[config.mk]
export PLATFORM = sky130hd
export DESIGN_NAME = updown_counter_param
export DESIGN_NICKNAME = d
export VERILOG_FILES = /design/src/rtl/updown_counter_param.sv
export SDC_FILE = /design/constraint.sdc
export NUM_CORES = 1
export LEC_CHECK = 0
export CORE_AREA = 2 2 39 41
export DETAILED_ROUTE_END_ITERATION = 8
export DIE_AREA = 0 0 41 43
export GPL_TIMING_DRIVEN = 0
export PLACE_DENSITY = 0.62
export SYNTH_ARGS = -nofsm -noshare
export SYNTH_HDL_FRONTEND = slang
export SYNTH_SLANG_ARGS = --single-unit
export TNS_END_PERCENT = 100
[constraint.sdc]
create_clock -name clk -period 3.1 [get_ports clk]
set_input_delay 0.465 -clock clk [delete_from_list [all_inputs] [get_ports clk]]
set_output_delay 0.465 -clock clk [all_outputs]
set_load 0.1 [all_outputs]
[src/rtl/updown_counter_param.sv]
// updown_counter_param: prescaled up/down counter with wrap or saturate at limits
module updown_counter_param #(
  parameter int WIDTH    = 4,
  parameter int MAX_VAL  = 2**WIDTH-1,
  parameter int SATURATE = 0,
  parameter int DIV      = 1
) (
  input  logic             clk,
  input  logic             rst_n,
  input  logic             en,
  input  logic             up,
  input  logic             clr,
  input  logic             load,
  input  logic [WIDTH-1:0] load_val,
  output logic [WIDTH-1:0] count,
  output logic             at_max,
  output logic             at_zero,
  output logic             wrap
);
  localparam int PW = DIV > 1 ? $clog2(DIV) : 1;
  localparam logic [WIDTH-1:0] MAXV = WIDTH'(MAX_VAL);
  localparam logic [PW-1:0] PLAST = PW'(DIV-1);
  localparam bit SAT = SATURATE != 0;
  logic [WIDTH-1:0] r_count;
  logic [PW-1:0]    r_presc;
  logic             r_wrap;
  logic             w_tick;
  logic             w_limit;
  logic [WIDTH-1:0] w_step;
  assign w_tick  = en && r_presc == PLAST;
  assign w_limit = up ? r_count == MAXV : r_count == '0;
  // at a limit: saturate holds, wrap jumps to the opposite limit
  assign w_step  = w_limit ? (SAT ? r_count : (up ? '0 : MAXV))
                           : (up ? r_count + 1'b1 : r_count - 1'b1);
  always_ff @(posedge clk or negedge rst_n) begin
    if (!rst_n) begin
      r_count <= '0;
      r_presc <= '0;
      r_wrap  <= 1'b0;
    end else if (clr) begin
      r_count <= '0;
      r_presc <= '0;
      r_wrap  <= 1'b0;
    end else if (load) begin
      r_count <= load_val > MAXV ? MAXV : load_val;
      r_presc <= '0;
      r_wrap  <= 1'b0;
    end else begin
      r_wrap <= w_tick && w_limit && !SAT;
      if (en) r_presc <= w_tick ? '0 : r_presc + 1'b1;
      if (w_tick) r_count <= w_step;
    end
  end
  assign count   = r_count;
  assign wrap    = r_wrap;
  assign at_max  = r_count == MAXV;
  assign at_zero = r_count == '0;
endmodule

==> results.py, run 1 <==
metrics = {
    "yosys": {
        "synth-edff-count": 0,
        "yosysWarningCount": 0,
        "syn_area_sq_um": 460,
        "synth_area_leaders": "dfrtp_1, ha_1, o31ai_2",
        "synth_seq_area_share_pct": 32.6,
        "synth_cell_types": 27,
        "synthCells": 46,
        "syn_avg_cell_area_sq_um": 10.0,
        "ys.flop_type": "dfrtp_1",
        "netlist.area_leader.share_pct": 32.6,
        "synth_nets": 59,
        "async_flop_share_pct": 100,
        "synth_seq_cells": 6,
        "yosys.area.top_type": "dfrtp_1",
        "synthTopCellsByCount": "dfrtp_1, a21oi_1, nand3_1",
        "yosysMostFrequentCell": "dfrtp_1",
    },
    "cts": {
        "cts_tree": "yes",
        "clkSinkCount": 6,
        "cts-root-buf": "clkbuf_4",
        "clk_latency_ns": 0.24,
        "postCtsSetupBuffers": 0,
        "hold_buffers": 0,
        "cts_htree_levels": 1,
        "clock_path_buffers": 2,
        "cts_resized": 0,
        "clkSlewWorstSetupHoldPaths_ns": 0.04,
        "numCtsBuffers": 3,
    },
    "timing": {
        "fin_hold_ws_ns": 0.463,
        "period_minus_slack_ns": 2.71,
        "worst_pin_slew_ns": 0.962,
        "setup-tns-final_ns": 0,
        "fin_crit_sh_pct": 87.5,
        "max_slew_margin_pct": 35.6,
        "hold_viol": 0,
        "setup_viol": 0,
        "finalMaxSlewViolations": 0,
        "max_clock_freq_ghz": 0.369,
        "skew_ns": 0.00280,
        "rsz0062_at_grt": "false",
    },
    "drt": {
        "dr.pass1.iters": 4,
        "drc": 0,
        "final_antenna_net_count": 0,
        "vias": 418,
        "via_per_inst": 5.16,
        "routed_wirelength_mm": 1.01,
        "wl_per_cell_microns": 12.5,
        "first_iter_violations": 3,
    },
    "status": {
        "outcome": "finished, final reports clean",
    },
    "finish": {
        "multi_input_area_sq_um": 292,
        "num_antenna_cells": 0,
        "area_growth_pct": 44.0,
        "nFillCells": 141,
        "ff_latch_area_sq_um": 150,
        "layout-drive-gt1-share_pct": 16.9,
        "nNetsFinal": 80,
        "design_area_sq_um": 663,
    },
    "worst_hold_path": {
        "hold_class": "input pin to async pin",
    },
    "worst_setup_path": {
        "worstSetupPathType": "register to output port",
        "endpoint_kind": "output port",
        "ff2ff_path_depth": 5,
        "path_max_fanout": 6,
        "worstPathRequired_ns": 2.63,
        "arrival_ns": 2.25,
        "cp-start-kind": "register",
    },
    "power_and_ir_drop": {
        "peakVddDrop_uv": 174,
        "powerDensity_mw_per_mm2": 451,
        "p_leak_uw": 0.000266,
        "finalPower_uw": 299,
    },
    "global_routing": {
        "grt_pass1_wl_mm": 1.60,
        "grt_max_degree": 11,
        "overflow": 0,
        "antenna_found_initial": 0,
        "grt_pass1_vias": 385,
        "grt_use_total_pct": 13.6,
    },
    "placed_design": {
        "port_buffers": 16,
        "placed_area_sq_um": 641,
        "place_congestion": 0.736,
        "dp_hpwl_microns": 792,
    },
    "floorplanning": {
        "dieArea_sq_mm": 0.00176,
        "start_util_pct": 33.3,
        "die_h_microns": 43,
        "row_count": 14,
        "pin_count": 17,
        "die_x_microns": 41,
        "core-area_sq_mm": 0.00138,
    },
    "flow_run": {
        "cap_violations": 0,
    },
}
-- worst max-delay path, cell delays in order (launching register included) --
cell	delay [ns]
dfrtp_1	0.48
nor4_4	0.35
clkdlybuf4s50_1	1.18
-- final timing paths --
check                      startpoint       end  slack [ns]
max                          count[0]   at_zero        0.39
min                             rst_n  count[3]        0.46
max reg2reg                  count[2]  count[3]        1.48
min reg2reg                   r_presc   r_presc        0.54
max in group asynchronous       rst_n   r_presc        2.43
min in group clk              r_presc   r_presc        0.54
-- power by group --
part	leakage (uW)	switching [uW]	internal, uW
combinational	0.000172	88.7	47.1
sequential	0.0000801	10.7	83.6
clock	0.0000138	25.6	43.6
-- placed cells by master, fill, tap and decap left out, types with 2 or more instances in the layout --
master | synthesis | final
o31ai_2 | 2 | 2
dfrtp_1 | 6 | 6
clkbuf_4 | 0 | 3
ha_1 | 2 | 2
inv_1 | 3 | 3
xnor2_1 | 2 | 2
nor2_1 | 3 | 3
clkdlybuf4s50_1 | 0 | 16
nand2_1 | 2 | 2
a21oi_1 | 4 | 4
nand3_1 | 4 | 4
-- flip-flops by register name, summed over array words and instances, names as in the netlist --
name     cells
r_presc      1
wrap         1
count        4
-- kinds of logic after synthesis --
group	Yosys count	share of synthesized area, %
fa+ha+maj	3	9.78
xor+xnor	3	5.71
buf+inv	4	4.08
flops	6	32.6
compound gates	12	20.7
simple gates	17	25.0
mux	1	2.17
-- per-stage QoR --
| stage | cells | utilization, % | setup WS, ns |
|---|---|---|---|
| after floorplan | 46 | - | 0.375 |
| after global placement | 78 | 46.3 | 0.630 |
| after detailed placement | 78 | 46.3 | 0.623 |
| after CTS | 81 | 47.9 | 0.371 |
| after global routing | 81 | 47.9 | 0.299 |
| final | 81 | 47.9 | 0.389 |
-- layout make-up --
cell class                      instances  area share, %
Timing Repair Buffer                   16           24.2
Tap cell                               16           3.02
Multi-Input combinational cell         36           44.0
Clock buffer                            3           3.40
Inverter                                3           1.70
Sequential cell                         6           22.6
Buffer                                  1           1.13
-- layer usage --
metal	vias up	track usage [%]	wire length, microns
met1	200	19.0	459
li1	208	-	-
met5	-	0	0
met3	0	0	39
met4	0	8.00	0
met2	10	20.3	512
(Power assumes the default switching activity.)
==> run 2, diff against run 1 <==
REMOVE_ABC_BUFFERS = 1   (was not set)
==> run 2 against run 1 <==
  * Sequential share of layout area up 0.26 points
  * Global-route usage up 0.72 points
  * Register-to-register slack about the same
  * Wire length is 2.2% higher
==> results.py, run 2 (same netlist as run 1, synthesis figures left out) <==
metrics = {
    "status": {
        "outcome": "finished, final reports clean",
    },
    "power_and_ir_drop": {
        "switching_share_pct": 42.2,
        "powerDensity_mw_per_mm2": 458,
        "pwr-share-clk_pct": 23.6,
        "p_leak_uw": 0.000261,
        "pwr-share-seq_pct": 31.5,
        "power.internal_uw": 174,
        "p_sw_uw": 127,
        "peakVddDrop_uv": 111,
        "combPwrFrac_pct": 44.9,
    },
    "floorplanning": {
        "start_util_pct": 33.3,
        "core-area_sq_mm": 0.00138,
        "row_count": 14,
        "pin_count": 17,
        "die_h_microns": 43,
        "die_x_microns": 41,
        "dieArea_sq_mm": 0.00176,
    },
    "worst_setup_path": {
        "worstPathRequired_ns": 2.63,
        "arrival_ns": 2.26,
        "cp-start-kind": "register",
        "path_max_fanout": 6,
        "worstSetupPathType": "register to output port",
        "rrSetupSlack_ns": 1.47,
        "endpoint_kind": "output port",
    },
    "finish": {
        "ff_latch_area_sq_um": 150,
        "final_cell_mix": "clkdlybuf4s50_1, dfrtp_1, a21oi_1, nand3_1",
        "nNetsFinal": 79,
        "area_growth_pct": 42.4,
        "nFillCells": 139,
        "final_common_cell": "clkdlybuf4s50_1",
        "largest_reg_flops": 4,
        "multi_input_area_sq_um": 292,
        "num_antenna_cells": 0,
        "layout-drive-gt1-share_pct": 15.6,
    },
    "timing": {
        "rsz0062_at_grt": "false",
        "max_slew_margin_pct": 35.4,
        "period_minus_slack_ns": 2.73,
        "worst_pin_slew_ns": 0.966,
        "finalMaxSlewViolations": 0,
        "fin_crit_sh_pct": 88.0,
        "skew_ns": 0.00249,
        "setup-tns-final_ns": 0,
        "setup_viol": 0,
        "hold_viol": 0,
        "max_clock_freq_ghz": 0.367,
        "fin_ws_ns": 0.373,
    },
    "cts": {
        "clk_latency_ns": 0.24,
        "clkSinkCount": 6,
        "clock_path_buffers": 2,
        "cts_htree_levels": 1,
        "postCtsSetupBuffers": 0,
        "cts_resized": 0,
        "numCtsBuffers": 3,
        "hold_buffers": 0,
        "cts-root-buf": "clkbuf_4",
        "clkSlewWorstSetupHoldPaths_ns": 0.04,
        "cts_tree": "yes",
    },
    "drt": {
        "dr.pass1.iters": 3,
        "vias": 415,
        "final_antenna_net_count": 0,
        "via_per_inst": 5.19,
        "first_iter_violations": 7,
        "wl_per_cell_microns": 12.9,
        "drc": 0,
        "routed_wirelength_mm": 1.03,
    },
    "global_routing": {
        "overflow": 0,
        "grt_use_total_pct": 14.3,
        "antenna_found_initial": 0,
        "grt_pass1_vias": 397,
        "grt_pass1_wl_mm": 1.70,
        "grt_max_degree": 12,
    },
    "placed_design": {
        "place_ws_ns": 0.613,
        "port_buffers": 16,
        "place_congestion": 0.789,
        "dp_hpwl_microns": 811,
    },
    "worst_hold_path": {
        "hold_class": "input pin to async pin",
    },
    "flow_run": {
        "cap_violations": 0,
    },
}
==> run 2: cell count changes in the layout (fill, tap and decap cells not counted) <==
cell	previous run	this run
buf_4	1	0
==> run 2: final timing paths <==
path                          start        to  cells past startpoint
setup / recovery           count[0]   at_zero                      2
hold / removal                rst_n   r_presc                      1
setup reg to reg           count[2]  count[3]                      5
hold reg to reg             r_presc   r_presc                      1
max in group asynchronous     rst_n  count[2]                      1
min in group clk            r_presc   r_presc                      1
==> run 2: worst max-delay path, stage by stage (launching register included) <==
cell and delay, ns:
dfrtp_1 0.48, nor4_4 0.36, clkdlybuf4s50_1 1.18
==> run 2: per-stage QoR <==
| step | cell area (sq um) | power (uW) | hold slack (ns) | std cells | utilization (%) |
|---|---|---|---|---|---|
| 2_1_floorplan | 453 | 190 | 0.169 | 45 | - |
| 3_3_place_gp | 633 | 230 | 0.538 | 77 | 45.8 |
| 3_5_place_dp | 633 | 232 | 0.567 | 77 | 45.8 |
| 4_1_cts | 656 | 302 | 0.460 | 80 | 47.4 |
| 5_1_grt | 656 | 313 | 0.491 | 80 | 47.4 |
| 6_report | 656 | 300 | 0.458 | 80 | 47.4 |
==> run 2: layout make-up <==
type,instances,share of cell area (%)
inverter,3,1.72
clock buffer,3,3.44
timing repair buffer,16,24.4
multi-input combinational,36,44.5
tap,16,3.05
sequential,6,22.9
==> run 2: routing by layer <==
layer  vias up  track usage (%)  part of all wire (%)
met4         0             10.0                     0
met5         -                0                     0
met3         0                0                   2.2
li1        207                -                     -
met2         8             20.6                    52
met1       200             20.0                    46
==> run 2: power by group through the flow <==
stage               Clock (uW)  Combinational, uW  Sequential, uW
floorplan                    0               60.3             130
global placement             0                134            95.7
detailed placement           0                136            96.1
CTS                       71.1                136            94.9
global route              73.7                143            95.6
finish                    70.8                135            94.5
